**src/rtl/mips_mem_arb_if.sv**
```systemverilog
`default_nettype none
// ============================================================================
// Module      : mips_mem_arb_if
// Description : Bus bundle for the instruction/data memory arbiter. Carries
//               the I-side and D-side request/response channels and the
//               shared single-port memory channel.
//   slave  modport : seen by the arbiter (takes requests, drives memory)
//   master modport : seen by the pipeline/memory environment
//   I/D side   : x_req, x_write, x_addr, x_wdata -> ; <- x_rdata, x_done
//   memory     : mem_read, mem_write, mem_addr, mem_wdata, mem_err -> ;
//                <- mem_rdata, mem_ready
// Revision    : 1.0 - initial release
// ============================================================================
interface mips_mem_arb_if #(
    parameter int AW = 30,
    parameter int DW = 32
);
    // instruction-fetch side
    logic          i_req;
    logic          i_write;
    logic [AW-1:0] i_addr;
    logic [DW-1:0] i_wdata;
    logic [DW-1:0] i_rdata;
    logic          i_done;
    // data-memory side
    logic          d_req;
    logic          d_write;
    logic [AW-1:0] d_addr;
    logic [DW-1:0] d_wdata;
    logic [DW-1:0] d_rdata;
    logic          d_done;
    // shared memory port
    logic          mem_read;
    logic          mem_write;
    logic [AW-1:0] mem_addr;
    logic [DW-1:0] mem_wdata;
    logic [DW-1:0] mem_rdata;
    logic          mem_ready;
    logic          mem_err;

    modport slave (
        input  i_req, i_write, i_addr, i_wdata,
        input  d_req, d_write, d_addr, d_wdata,
        input  mem_rdata, mem_ready,
        output i_rdata, i_done, d_rdata, d_done,
        output mem_read, mem_write, mem_addr, mem_wdata, mem_err
    );

    modport master (
        output i_req, i_write, i_addr, i_wdata,
        output d_req, d_write, d_addr, d_wdata,
        output mem_rdata, mem_ready,
        input  i_rdata, i_done, d_rdata, d_done,
        input  mem_read, mem_write, mem_addr, mem_wdata, mem_err
    );
endinterface
`default_nettype wire

```
**src/rtl/mips_mem_arb.sv**
```systemverilog
`default_nettype none
// ============================================================================
// Module      : mips_mem_arb
// Description : Shares one single-port memory bus between the instruction
//               fetch side and the data memory side. One single-word
//               transaction at a time; address/write data of the winner are
//               latched at grant and held until completion.
// Ports       : clk    - clock, rising edge
//               rst_n  - asynchronous active-low reset
//               bus    - mips_mem_arb_if.slave (I side, D side, memory port)
// Parameters  : AW (word address width), DW (data width),
//               RR (0: D has fixed priority, 1: round-robin),
//               TO_W (timeout counter width, timeout build only)
// Build option: MIPS_MEM_ARB_TIMEOUT_EN - when defined, a BUSY phase that
//               sees no mem_ready for 2^TO_W-1 cycles is abandoned with a
//               mem_err pulse and a done pulse carrying zero read data.
// Revision    : 1.0 - initial release
// ============================================================================
module mips_mem_arb #(
    parameter int AW   = 30,
    parameter int DW   = 32,
    parameter int RR   = 0,
    parameter int TO_W = 8
) (
    input  logic                clk,
    input  logic                rst_n,
    mips_mem_arb_if.slave       bus
);

    typedef enum logic [1:0] {
        IDLE   = 2'd0,
        BUSY_I = 2'd1,
        BUSY_D = 2'd2
    } state_t;

    state_t        r_state;
    state_t        w_next;

    logic          r_rr_last;   // side granted most recently: 0 = I, 1 = D
    logic          r_write;
    logic [AW-1:0] r_addr;
    logic [DW-1:0] r_wdata;

    logic          w_grant_i;
    logic          w_grant_d;
    logic          w_busy;
    logic          w_timeout;
    logic          w_finish;
    logic          w_rd_ok;

    // ------------------------------------------------------------------
    // Arbitration, only evaluated while IDLE
    // ------------------------------------------------------------------
    always_comb begin
        w_grant_i = 1'b0;
        w_grant_d = 1'b0;
        if (r_state == IDLE) begin
            if (bus.i_req && bus.d_req) begin
                // With round-robin, D wins when I was served last; the
                // reset value of r_rr_last therefore lets D win the first tie.
                if ((RR == 0) || !r_rr_last) begin
                    w_grant_d = 1'b1;
                end else begin
                    w_grant_i = 1'b1;
                end
            end else if (bus.d_req) begin
                w_grant_d = 1'b1;
            end else if (bus.i_req) begin
                w_grant_i = 1'b1;
            end
        end
    end

    assign w_busy   = (r_state != IDLE);
    assign w_finish = w_busy && (bus.mem_ready || w_timeout);
    assign w_rd_ok  = bus.mem_ready && !r_write;

    // ------------------------------------------------------------------
    // Optional BUSY timeout
    // ------------------------------------------------------------------
`ifdef MIPS_MEM_ARB_TIMEOUT_EN
    logic [TO_W-1:0] r_to_cnt;

    always_ff @(posedge clk or negedge rst_n) begin
        if (!rst_n) begin
            r_to_cnt <= '0;
        end else if (w_grant_i || w_grant_d) begin
            r_to_cnt <= '0;
        end else if (w_busy && !bus.mem_ready && !w_timeout) begin
            r_to_cnt <= r_to_cnt + 1'b1;
        end
    end

    // A mem_ready arriving in the terminal count cycle still completes
    // normally, so the timeout is qualified with !mem_ready.
    assign w_timeout = w_busy && !bus.mem_ready && (&r_to_cnt);
`else
    assign w_timeout = 1'b0;

    // The counter width only matters in the timeout build; nothing is
    // generated for it here.
    if (TO_W < 1) begin : g_to_w_unused
    end
`endif

    // ------------------------------------------------------------------
    // FSM
    // ------------------------------------------------------------------
    always_ff @(posedge clk or negedge rst_n) begin
        if (!rst_n) begin
            r_state <= IDLE;
        end else begin
            r_state <= w_next;
        end
    end

    // Every completion returns to IDLE, which gives the mandatory idle
    // cycle in which both sides are re-arbitrated.
    always_comb begin
        w_next = r_state;
        case (r_state)
            IDLE: begin
                if (w_grant_d) begin
                    w_next = BUSY_D;
                end else if (w_grant_i) begin
                    w_next = BUSY_I;
                end
            end
            BUSY_I, BUSY_D: begin
                if (w_finish) begin
                    w_next = IDLE;
                end
            end
            default: w_next = IDLE;
        endcase
    end

    // ------------------------------------------------------------------
    // Grant-time capture of the winner's transaction
    // ------------------------------------------------------------------
    always_ff @(posedge clk or negedge rst_n) begin
        if (!rst_n) begin
            r_rr_last <= 1'b0;
            r_write   <= 1'b0;
            r_addr    <= '0;
            r_wdata   <= '0;
        end else if (w_grant_d) begin
            r_rr_last <= 1'b1;
            r_write   <= bus.d_write;
            r_addr    <= bus.d_addr;
            r_wdata   <= bus.d_wdata;
        end else if (w_grant_i) begin
            r_rr_last <= 1'b0;
            r_write   <= bus.i_write;
            r_addr    <= bus.i_addr;
            r_wdata   <= bus.i_wdata;
        end
    end

    // ------------------------------------------------------------------
    // Outputs. Strobes decode straight from the state register so that an
    // asynchronous reset drops them immediately.
    // ------------------------------------------------------------------
    assign bus.mem_read  = w_busy && !r_write && !w_timeout;
    assign bus.mem_write = w_busy &&  r_write && !w_timeout;
    assign bus.mem_addr  = r_addr;
    assign bus.mem_wdata = r_wdata;
    assign bus.mem_err   = w_timeout;

    assign bus.i_done  = (r_state == BUSY_I) && w_finish;
    assign bus.d_done  = (r_state == BUSY_D) && w_finish;
    assign bus.i_rdata = ((r_state == BUSY_I) && w_rd_ok) ? bus.mem_rdata : '0;
    assign bus.d_rdata = ((r_state == BUSY_D) && w_rd_ok) ? bus.mem_rdata : '0;

endmodule
`default_nettype wire
```
**src/flat_wrapper.sv**
```systemverilog
// flat-port wrapper written by rule: the top's interface ports become plain ports
module mips_mem_arb_flat 
#(
    parameter int AW   = 30,
    parameter int DW   = 32,
    parameter int RR   = 0,
    parameter int TO_W = 8
)
  (clk, rst_n, bus_i_req, bus_i_write, bus_i_addr, bus_i_wdata, bus_d_req, bus_d_write, bus_d_addr, bus_d_wdata, bus_mem_rdata, bus_mem_ready, bus_i_rdata, bus_i_done, bus_d_rdata, bus_d_done, bus_mem_read, bus_mem_write, bus_mem_addr, bus_mem_wdata, bus_mem_err);
  mips_mem_arb_if #(.AW(AW), .DW(DW)) bus_i ();
  input  logic clk;
  input  logic rst_n;
  input wire logic [$bits(bus_i.i_req)-1:0] bus_i_req;
  input wire logic [$bits(bus_i.i_write)-1:0] bus_i_write;
  input wire logic [$bits(bus_i.i_addr)-1:0] bus_i_addr;
  input wire logic [$bits(bus_i.i_wdata)-1:0] bus_i_wdata;
  input wire logic [$bits(bus_i.d_req)-1:0] bus_d_req;
  input wire logic [$bits(bus_i.d_write)-1:0] bus_d_write;
  input wire logic [$bits(bus_i.d_addr)-1:0] bus_d_addr;
  input wire logic [$bits(bus_i.d_wdata)-1:0] bus_d_wdata;
  input wire logic [$bits(bus_i.mem_rdata)-1:0] bus_mem_rdata;
  input wire logic [$bits(bus_i.mem_ready)-1:0] bus_mem_ready;
  output wire logic [$bits(bus_i.i_rdata)-1:0] bus_i_rdata;
  output wire logic [$bits(bus_i.i_done)-1:0] bus_i_done;
  output wire logic [$bits(bus_i.d_rdata)-1:0] bus_d_rdata;
  output wire logic [$bits(bus_i.d_done)-1:0] bus_d_done;
  output wire logic [$bits(bus_i.mem_read)-1:0] bus_mem_read;
  output wire logic [$bits(bus_i.mem_write)-1:0] bus_mem_write;
  output wire logic [$bits(bus_i.mem_addr)-1:0] bus_mem_addr;
  output wire logic [$bits(bus_i.mem_wdata)-1:0] bus_mem_wdata;
  output wire logic [$bits(bus_i.mem_err)-1:0] bus_mem_err;
  assign bus_i.i_req = bus_i_req;
  assign bus_i.i_write = bus_i_write;
  assign bus_i.i_addr = bus_i_addr;
  assign bus_i.i_wdata = bus_i_wdata;
  assign bus_i.d_req = bus_d_req;
  assign bus_i.d_write = bus_d_write;
  assign bus_i.d_addr = bus_d_addr;
  assign bus_i.d_wdata = bus_d_wdata;
  assign bus_i.mem_rdata = bus_mem_rdata;
  assign bus_i.mem_ready = bus_mem_ready;
  assign bus_i_rdata = bus_i.i_rdata;
  assign bus_i_done = bus_i.i_done;
  assign bus_d_rdata = bus_i.d_rdata;
  assign bus_d_done = bus_i.d_done;
  assign bus_mem_read = bus_i.mem_read;
  assign bus_mem_write = bus_i.mem_write;
  assign bus_mem_addr = bus_i.mem_addr;
  assign bus_mem_wdata = bus_i.mem_wdata;
  assign bus_mem_err = bus_i.mem_err;
  mips_mem_arb #(.AW(AW), .DW(DW), .RR(RR), .TO_W(TO_W)) u_core (.clk(clk), .rst_n(rst_n), .bus(bus_i));
endmodule
```
**config.mk**
```make
export PLATFORM = sky130hd
export DESIGN_NAME = mips_mem_arb_flat
export DESIGN_NICKNAME = d
export VERILOG_FILES = /design/src/rtl/mips_mem_arb_if.sv /design/src/rtl/mips_mem_arb.sv /design/src/flat_wrapper.sv
export SDC_FILE = /design/constraint.sdc
export NUM_CORES = 1
export LEC_CHECK = 0
export ABC_AREA = 0
export BUFFER_PORTS_ARGS = -buffer_cell sky130_fd_sc_hd__buf_2
export CORE_AREA = 2 2 113 115
export DETAILED_ROUTE_END_ITERATION = 12
export DIE_AREA = 0 0 115 117
export PLACE_DENSITY = 0.66
export SYNTH_ARGS = -nofsm -noshare
export SYNTH_HDL_FRONTEND = slang
export SYNTH_SLANG_ARGS = --single-unit
```
**constraint.sdc**
```tcl
create_clock -name clk -period 3.25 [get_ports clk]
set_clock_uncertainty 0.05 [all_clocks]
set_input_delay 0.975 -clock clk [delete_from_list [all_inputs] [get_ports clk]]
set_output_delay 0.975 -clock clk [all_outputs]
set_load 0.005 [all_outputs]
```
==> results.yml, run 1 <==
run_status:
  status: "complete, no violations"
cts:
  htreeDepth: 3
  postCtsHoldBufs: 0
  numCtsBuffers: 9
  post_cts_buffers: 0
  ctsLongestPathBuffers: 2
  cts_tree: "built"
  clkSinkCount: 65
  cts-root-buf: "clkbuf_16"
  clkTransAtPathRegs_ps: 50
  cts-resized-gates: 0
  clk_latency_ps: 320
setup_path:
  end_kind: "output pin"
  required_ps: 2220
  reg2reg_from: "u_core.r_state[0]"
  r2r_slack_ps: 1240
  crit_type: "register to output pin"
  startpoint: "u_core.r_state[1]"
  crit_arrival_ps: 1960
  cp_max_fo: 33
  worstSetupStartpointType: "register"
floorplan:
  die_w_um: 115
  initial_core_util_pct: 31.6
  die_h_um: 117
  io_pins: 294
  die-area_mm2: 0.0135
  core_mm2: 0.0123
  rows: 41
placed_design:
  place_hpwl_mm: 9.86
  gp_congestion: 0.939
  io_buffers: 292
  post_dp_cell_area_mm2: 0.00536
logic_synthesis:
  ys_types: 23
  synth_area_leader_cell: "dfrtp_1"
  synth_top_cell_area_share_pct: 41.8
  syn_inst: 450
  ys_seq_elements: 65
  ys_seq_area_share_pct: 41.8
  syn_area_per_cell_um2: 8.65
  synth.net_count: 616
  synth_area_mm2: 0.00389
  ys_top_cells_by_area: "dfrtp_1 (42%), o22ai_1 (20%), and3_1 (11%)"
  yosysWarnings: 0
sta:
  relSlewSlack_pct: 43.4
  fin_crit_ps: 2980
  worst_pin_slew_ps: 849
  setup_violations: 0
  finalHoldViolCount: 0
  max_freq_mhz: 335
  rsz0062_at_grt: "no"
  drv_slew: 0
  fin_tns_setup_ps: 0
  fin_crit_sh_pct: 91.8
global_route:
  grt_overflow_total: 0
  grt_pass1_wl_mm: 19.8
  antenna_found_initial: 0
  grt_max_degree: 87
  grt_pass1_vias: 3979
  grt_use_total_pct: 18.3
finish:
  diodes: 0
  seqCellArea_mm2: 0.00163
  drive_gt1_share_pct: 44.6
  multi_input_area_mm2: 0.00197
  fillers: 1236
  postLayoutCellArea_mm2: 0.00566
  area_delta_synth_final_pct: 45.4
  nets: 880
drt:
  drtIter0Drc: 260
  finalWirelength_mm: 13.2
  antenna_left: 0
  viasPerCell: 5.13
  vias: 4453
  firstDrtPassIters: 5
  drc: 0
  wire_per_inst_um: 15.2
pwr:
  ir_drop_mv: 0.427
  p_per_area_mw_per_mm2: 844
  cellLeakagePower_uw: 0.00307
hold_path:
  hold_class: "register to register"
  hold_path.startpoint: "u_core.r_state[0]"
flow_run:
  drv_cap: 0
[cell type report]
type	instances	area share, %
clock inverters	3	0.708
inverters	3	0.199
repair buffers	301	27.7
well taps	150	3.32
flip-flops and latches	65	28.8
clock buffers	12	4.53
multi-input cells	334	34.8
[state kept, by name, summed over array words and instances (netlist names)]
signal                flops
u_core.r_state            2
u_core.bus.mem_addr      30
u_core.r_write            1
u_core.bus.mem_wdata     32
[layout by cell type (no fill, tap or decap), drive strengths merged]
master | synthesis | routed
ha | 3 | 3
o32ai | 1 | 1
a2bb2oi | 1 | 1
nand2b | 63 | 63
buf | 34 | 301
o22ai | 125 | 125
bufinv | 0 | 1
nand3 | 1 | 1
dfrtp | 65 | 65
and3 | 66 | 66
nand2 | 2 | 2
or2 | 1 | 1
clkinv | 0 | 2
a211o | 1 | 1
or2b | 2 | 2
nor2 | 64 | 64
inv | 3 | 3
conb | 1 | 1
nor3 | 1 | 1
clkbuf | 14 | 12
nor2b | 2 | 2
[power breakdown]
group | switching [uW] | internal, uW
Combinational | 1270 | 1010
Clock | 318 | 627
Sequential | 325 | 1230
Total | 1910 | 2870
[cell usage after synthesis (all sizes together)]
master / instances
conb: 1
o32ai: 1
nor3: 1
or2: 1
buf: 34
inv: 3
a2bb2oi: 1
nand2: 2
nor2b: 2
nor2: 64
o22ai: 125
nand3: 1
ha: 3
and3: 66
nand2b: 63
or2b: 2
clkbuf: 14
a211o: 1
dfrtp: 65
[path summary, 6_finish.rpt]
| path | cells past startpoint | to |
|---|---|---|
| max | 4 | bus_i_rdata[9] |
| min | 2 | u_core.r_state[0] |
| max reg2reg | 6 | u_core.bus.mem_wdata[3] |
| min reg2reg | 2 | u_core.r_state[0] |
| max in group asynchronous | 2 | u_core.bus.mem_addr[24] |
| min in group asynchronous | 2 | u_core.bus.mem_wdata[29] |
[metal layers]
layer	global-route usage, %	routed length [um]	part of all wire [%]
met5	0	0	0
met2	28.4	6090	46
met1	25.6	5900	45
met4	5.06	114	0.86
met3	4.53	1070	8.1
[worst max-delay path: stages (launching register included)]
cell and delay (ps):
dfrtp_1 380, inv_1 130, ha_1 730, and3_1 280, buf_2 110
[kinds of logic (layout without fill, tap and decap cells)]
| family | after synthesis | after routing | share of synthesized area [%] |
|---|---|---|---|
| AOI/OAI and AO/OA | 128 | 128 | 20.8 |
| adders and majority gates | 3 | 3 | 0.965 |
| buffers and inverters | 51 | 319 | 8.07 |
| DFF | 65 | 65 | 41.8 |
| other | 1 | 1 | 0.0964 |
| and+or+nand+nor | 202 | 202 | 28.3 |
[through the flow]
step	std cells	worst slack, ps	hold WS [ps]	util, %	power [uW]
global route	868	101	522	45.9	5190
detailed placement	853	368	491	43.5	3850
CTS	868	288	503	45.9	4810
floorplan	450	661	453	-	2990
global placement	853	392	477	43.5	3770
finish	868	267	496	45.9	4770
Power figures use the tool's default switching activity.
==> run 2: changes to the inputs <==
- PLACE_DENSITY: 0.66 -> 0.63
==> results.yml, run 2 (synthesis results as in run 1) <==
pwr:
  pwr-share-seq_pct: 32.3
  internal-power_uw: 2900
  p_sw_uw: 1940
  ir_drop_mv: 0.433
  pwr-share-comb_pct: 47.1
  cellLeakagePower_uw: 0.00308
  pwr-share-clk_pct: 20.6
  swShare_pct: 40.1
  p_per_area_mw_per_mm2: 850
setup_path:
  path_buf_inv: 2
  crit_type: "register to output pin"
  end_kind: "output pin"
  cp_max_fo: 33
  startpoint: "u_core.r_state[1]"
  crit_path_top_delay_cell: "ha_1"
  reg2reg_from: "u_core.r_state[0]"
  r2r_end: "u_core.bus.mem_wdata[27]"
  r2r_slack_ps: 1200
  crit_chain: "inv_1 > ha_1 > and3_1 > buf_2"
  worstSetupStartpointType: "register"
  cp.depth: 4
  critPathMaxStageDelay_ps: 730
  reg2reg_depth: 7
  crit_end: "bus_i_rdata[21]"
  path_delay_family: "adder cells"
  required_ps: 2220
  crit_arrival_ps: 1980
sta:
  relSlewSlack_pct: 44.1
  fin_crit_sh_pct: 92.4
  setup_violations: 0
  finalHoldViolCount: 0
  worst_pin_slew_ps: 838
  drv_slew: 0
  fin_tns_setup_ps: 0
  max_freq_mhz: 333
  rsz0062_at_grt: "no"
  fin_ws_ps: 248
  fin_crit_ps: 3000
  whs_ps: 503
drt:
  wire_per_inst_um: 15.1
  vias: 4388
  finalWirelength_mm: 13.2
  firstDrtPassIters: 4
  drc: 0
  drtIter0Drc: 249
  viasPerCell: 5.05
  antenna_left: 0
global_route:
  antenna_found_initial: 0
  grt_pass1_vias: 4102
  grt_use_total_pct: 18.7
  grt_max_degree: 65
  grt_overflow_total: 0
  grt_pass1_wl_mm: 20.2
floorplan:
  rows: 41
  die_w_um: 115
  initial_core_util_pct: 31.6
  die_h_um: 117
  io_pins: 294
  core_mm2: 0.0123
  die-area_mm2: 0.0135
flow_run:
  drv_cap: 0
finish:
  final_common_cell: "buf_2"
  diodes: 0
  final_util_pct: 46.2
  nets: 880
  final_cell_mix: "buf_2 (292), o22ai_1 (125), and3_1 (66), dfrtp_1 (65), nor2_1 (64)"
  area_delta_synth_final_pct: 46.2
  drive_gt1_share_pct: 44.8
  largest_register_ffs: 32
cts:
  cts-root-buf: "clkbuf_16"
  clkTransAtPathRegs_ps: 60
  ctsLongestPathBuffers: 2
  clk_latency_ps: 330
  clkSinkCount: 65
  numCtsBuffers: 9
  cts-resized-gates: 0
  post_cts_buffers: 0
  postCtsHoldBufs: 0
  htreeDepth: 3
  cts_tree: "built"
run_status:
  status: "complete, no violations"
placed_design:
  io_buffers: 292
  place_hpwl_mm: 9.69
  place_ws_ps: 429
  gp_congestion: 0.822
hold_path:
  hold_class: "register to register"
==> run 2: tightest hold or removal path: stages (launching register included) <==
cell     delay, ps
dfrtp_1        350
o22ai_1         80
nor2_1          80
==> run 2: cell type report <==
class | count | area, um^2
Fill cell | 1207 | 6620
Multi-Input combinational cell | 334 | 1970
Sequential cell | 65 | 1630
Timing Repair Buffer | 301 | 1580
Clock buffer | 12 | 267
Tap cell | 150 | 188
Clock inverter | 4 | 50.0
Inverter | 3 | 11.3
==> run 2: per-layer routing <==
metal / up-vias / global-route usage, % / share of wire, %
met1: 2020 / 24.7 / 44
li1: 2180 / - / -
met5: - / 0 / 0
met2: 178 / 30.5 / 48
met3: 10 / 4.99 / 7.0
met4: 0 / 4.98 / 0.80
==> run 2: metrics by stage <==
| stage | total power [uW] | cells | instance area (um^2) |
|---|---|---|---|
| 2_1_floorplan | 2990 | 450 | 3890 |
| 3_3_place_gp | 3770 | 853 | 5370 |
| 3_5_place_dp | 3850 | 853 | 5370 |
| 4_1_cts | 4870 | 869 | 5690 |
| 5_1_grt | 5250 | 869 | 5690 |
| 6_report | 4830 | 869 | 5690 |
==> run 2: worst min-delay path by stage <==
stage | startpoint | endpoint | slack (ps) | cells after the start
2_1_floorplan | u_core.r_state[0] | u_core.r_state[0] | 450 | 2
3_3_place_gp | u_core.r_state[0] | u_core.r_state[0] | 470 | 2
3_5_place_dp | u_core.bus.mem_addr[1] | u_core.bus.mem_addr[1] | 490 | 2
4_1_cts | u_core.bus.mem_addr[1] | u_core.bus.mem_addr[1] | 500 | 2
5_1_grt | u_core.bus.mem_wdata[29] | u_core.bus.mem_wdata[29] | 540 | 2
6_report | u_core.bus.mem_wdata[29] | u_core.bus.mem_wdata[29] | 500 | 2
==> run 2: power groups by stage <==
| stage | logic, uW | clock network (uW) | registers [uW] |
|---|---|---|---|
| after CTS | 2290 | 1020 | 1560 |
| final | 2280 | 997 | 1560 |
| after detailed placement | 2290 | 0 | 1560 |
| after floorplan | 1440 | 0 | 1550 |
| after global placement | 2230 | 0 | 1540 |
| after global routing | 2570 | 1070 | 1620 |
==> run 3: changes to the inputs <==
- BUFFER_PORTS_ARGS: -buffer_cell sky130_fd_sc_hd__buf_2 -> not set
- DONT_BUFFER_PORTS: not set -> 1
- PLACE_DENSITY: 0.63 -> 0.43
==> results.yml, run 3 (synthesis results as in run 1) <==
run_status:
  status: "complete, no violations"
cts:
  cts-root-buf: "clkbuf_16"
  postCtsHoldBufs: 0
  clkSinkCount: 65
  cts-resized-gates: 0
  cts_tree: "built"
  ctsLongestPathBuffers: 2
  htreeDepth: 3
  clkTransAtPathRegs_ps: 50
  numCtsBuffers: 9
  clk_latency_ps: 320
  post_cts_buffers: 0
floorplan:
  initial_core_util_pct: 31.6
  core_mm2: 0.0123
  die_h_um: 117
  die_w_um: 115
  io_pins: 294
  die-area_mm2: 0.0135
  rows: 41
placed_design:
  gp_congestion: 0.772
  place_ws_ps: 603
  io_buffers: 0
  post_dp_cell_area_mm2: 0.00390
  place_hpwl_mm: 8.09
sta:
  relSlewSlack_pct: 50.0
  finalHoldViolCount: 0
  max_freq_mhz: 351
  fin_crit_sh_pct: 87.8
  setup_violations: 0
  whs_ps: 292
  drv_slew: 0
  worst_pin_slew_ps: 751
  rsz0062_at_grt: "no"
  fin_ws_ps: 398
  fin_crit_ps: 2850
  fin_tns_setup_ps: 0
global_route:
  antenna_found_initial: 0
  grt_pass1_wl_mm: 16.4
  grt_use_total_pct: 15.9
  grt_overflow_total: 0
  grt_max_degree: 66
  grt_pass1_vias: 3069
setup_path:
  crit_chain: "inv_1 > ha_1 > and3_1"
  path_buf_inv: 1
  crit_arrival_ps: 1830
  critPathMaxStageDelay_ps: 660
  worstSetupStartpointType: "register"
  cp_max_fo: 33
  end_kind: "output pin"
  crit_type: "register to output pin"
  required_ps: 2220
  r2r_slack_ps: 1290
  crit_path_top_delay_cell: "ha_1"
  path_delay_family: "adder cells"
drt:
  finalWirelength_mm: 11.7
  viasPerCell: 5.90
  firstDrtPassIters: 4
  antenna_left: 0
  drtIter0Drc: 157
  wire_per_inst_um: 20.3
  drc: 0
  vias: 3384
pwr:
  cellLeakagePower_uw: 0.00181
  ir_drop_mv: 0.364
  p_per_area_mw_per_mm2: 1010
finish:
  area_delta_synth_final_pct: 7.40
  final_util_pct: 33.9
  drive_gt1_share_pct: 6.13
  nets: 586
  diodes: 0
  fillers: 1302
  final_cell_mix: "o22ai_1 (125), and3_1 (66), dfrtp_1 (65), nor2_1 (64), nand2b_1 (62)"
  largest_register_ffs: 32
  final_common_cell: "o22ai_1"
  postLayoutCellArea_mm2: 0.00418
hold_path:
  hold_class: "input port to async pin"
flow_run:
  drv_cap: 0
[run 3: changes by cell type in the layout (fill, tap and decap cells not counted), sizes merged]
cell / delta
bufinv: -1
clkbuf: +1
clkinvlp: -1
buf: -294
[run 3: final cells by class]
| type | instances | area, um^2 | share of cell area [%] |
|---|---|---|---|
| Multi-Input combinational cell | 334 | 1970 | 47.1 |
| Sequential cell | 65 | 1630 | 38.9 |
| Clock buffer | 13 | 270 | 6.47 |
| Tap cell | 150 | 188 | 4.49 |
| Timing Repair Buffer | 7 | 103 | 2.46 |
| Clock inverter | 2 | 12.5 | 0.299 |
| Inverter | 3 | 11.3 | 0.269 |
[run 3: worst register-to-register path, stage by stage (launching register included)]
cell and delay [ps]:
dfrtp_1 390, inv_1 150, ha_4 210, nand2_2 430, buf_12 390, o22ai_1 160
nor2_1 70
[run 3: worst paths after layout]
path                                            endpoint              start  cells past startpoint
worst max-delay path                     bus_i_rdata[27]  u_core.r_state[1]                      3
worst min register to register         u_core.r_state[0]  u_core.r_state[0]                      2
max in group asynchronous        u_core.bus.mem_wdata[8]              rst_n                      0
worst max register to register   u_core.bus.mem_addr[21]  u_core.r_state[0]                      6
min in group clk                       u_core.r_state[0]  u_core.r_state[0]                      2
worst min-delay path            u_core.bus.mem_wdata[23]              rst_n                      0
[run 3: metrics by stage]
stage | total power [uW] | cells
floorplan | 2990 | 450
global placement | 3300 | 559
detailed placement | 3350 | 559
CTS | 4270 | 574
global route | 4580 | 574
finish | 4220 | 574
[run 3: per-layer routing]
metal | vias up | wire, um | global-route usage (%)
met5 | - | 0 | 0
met3 | 13 | 1000 | 5.15
met1 | 1614 | 4610 | 18.6
met4 | 0 | 146 | 4.50
met2 | 177 | 5900 | 27.9
li1 | 1580 | - | -
[run 3: where the power goes]
| group | switching, uW | leakage, uW | total (uW) | internal [uW] |
|---|---|---|---|---|
| combinational | 986 | 0.000945 | 1640 | 657 |
| clock | 333 | 0.000138 | 906 | 573 |
| sequential | 449 | 0.000731 | 1680 | 1230 |
| total | 1770 | 0.00181 | 4220 | 2460 |
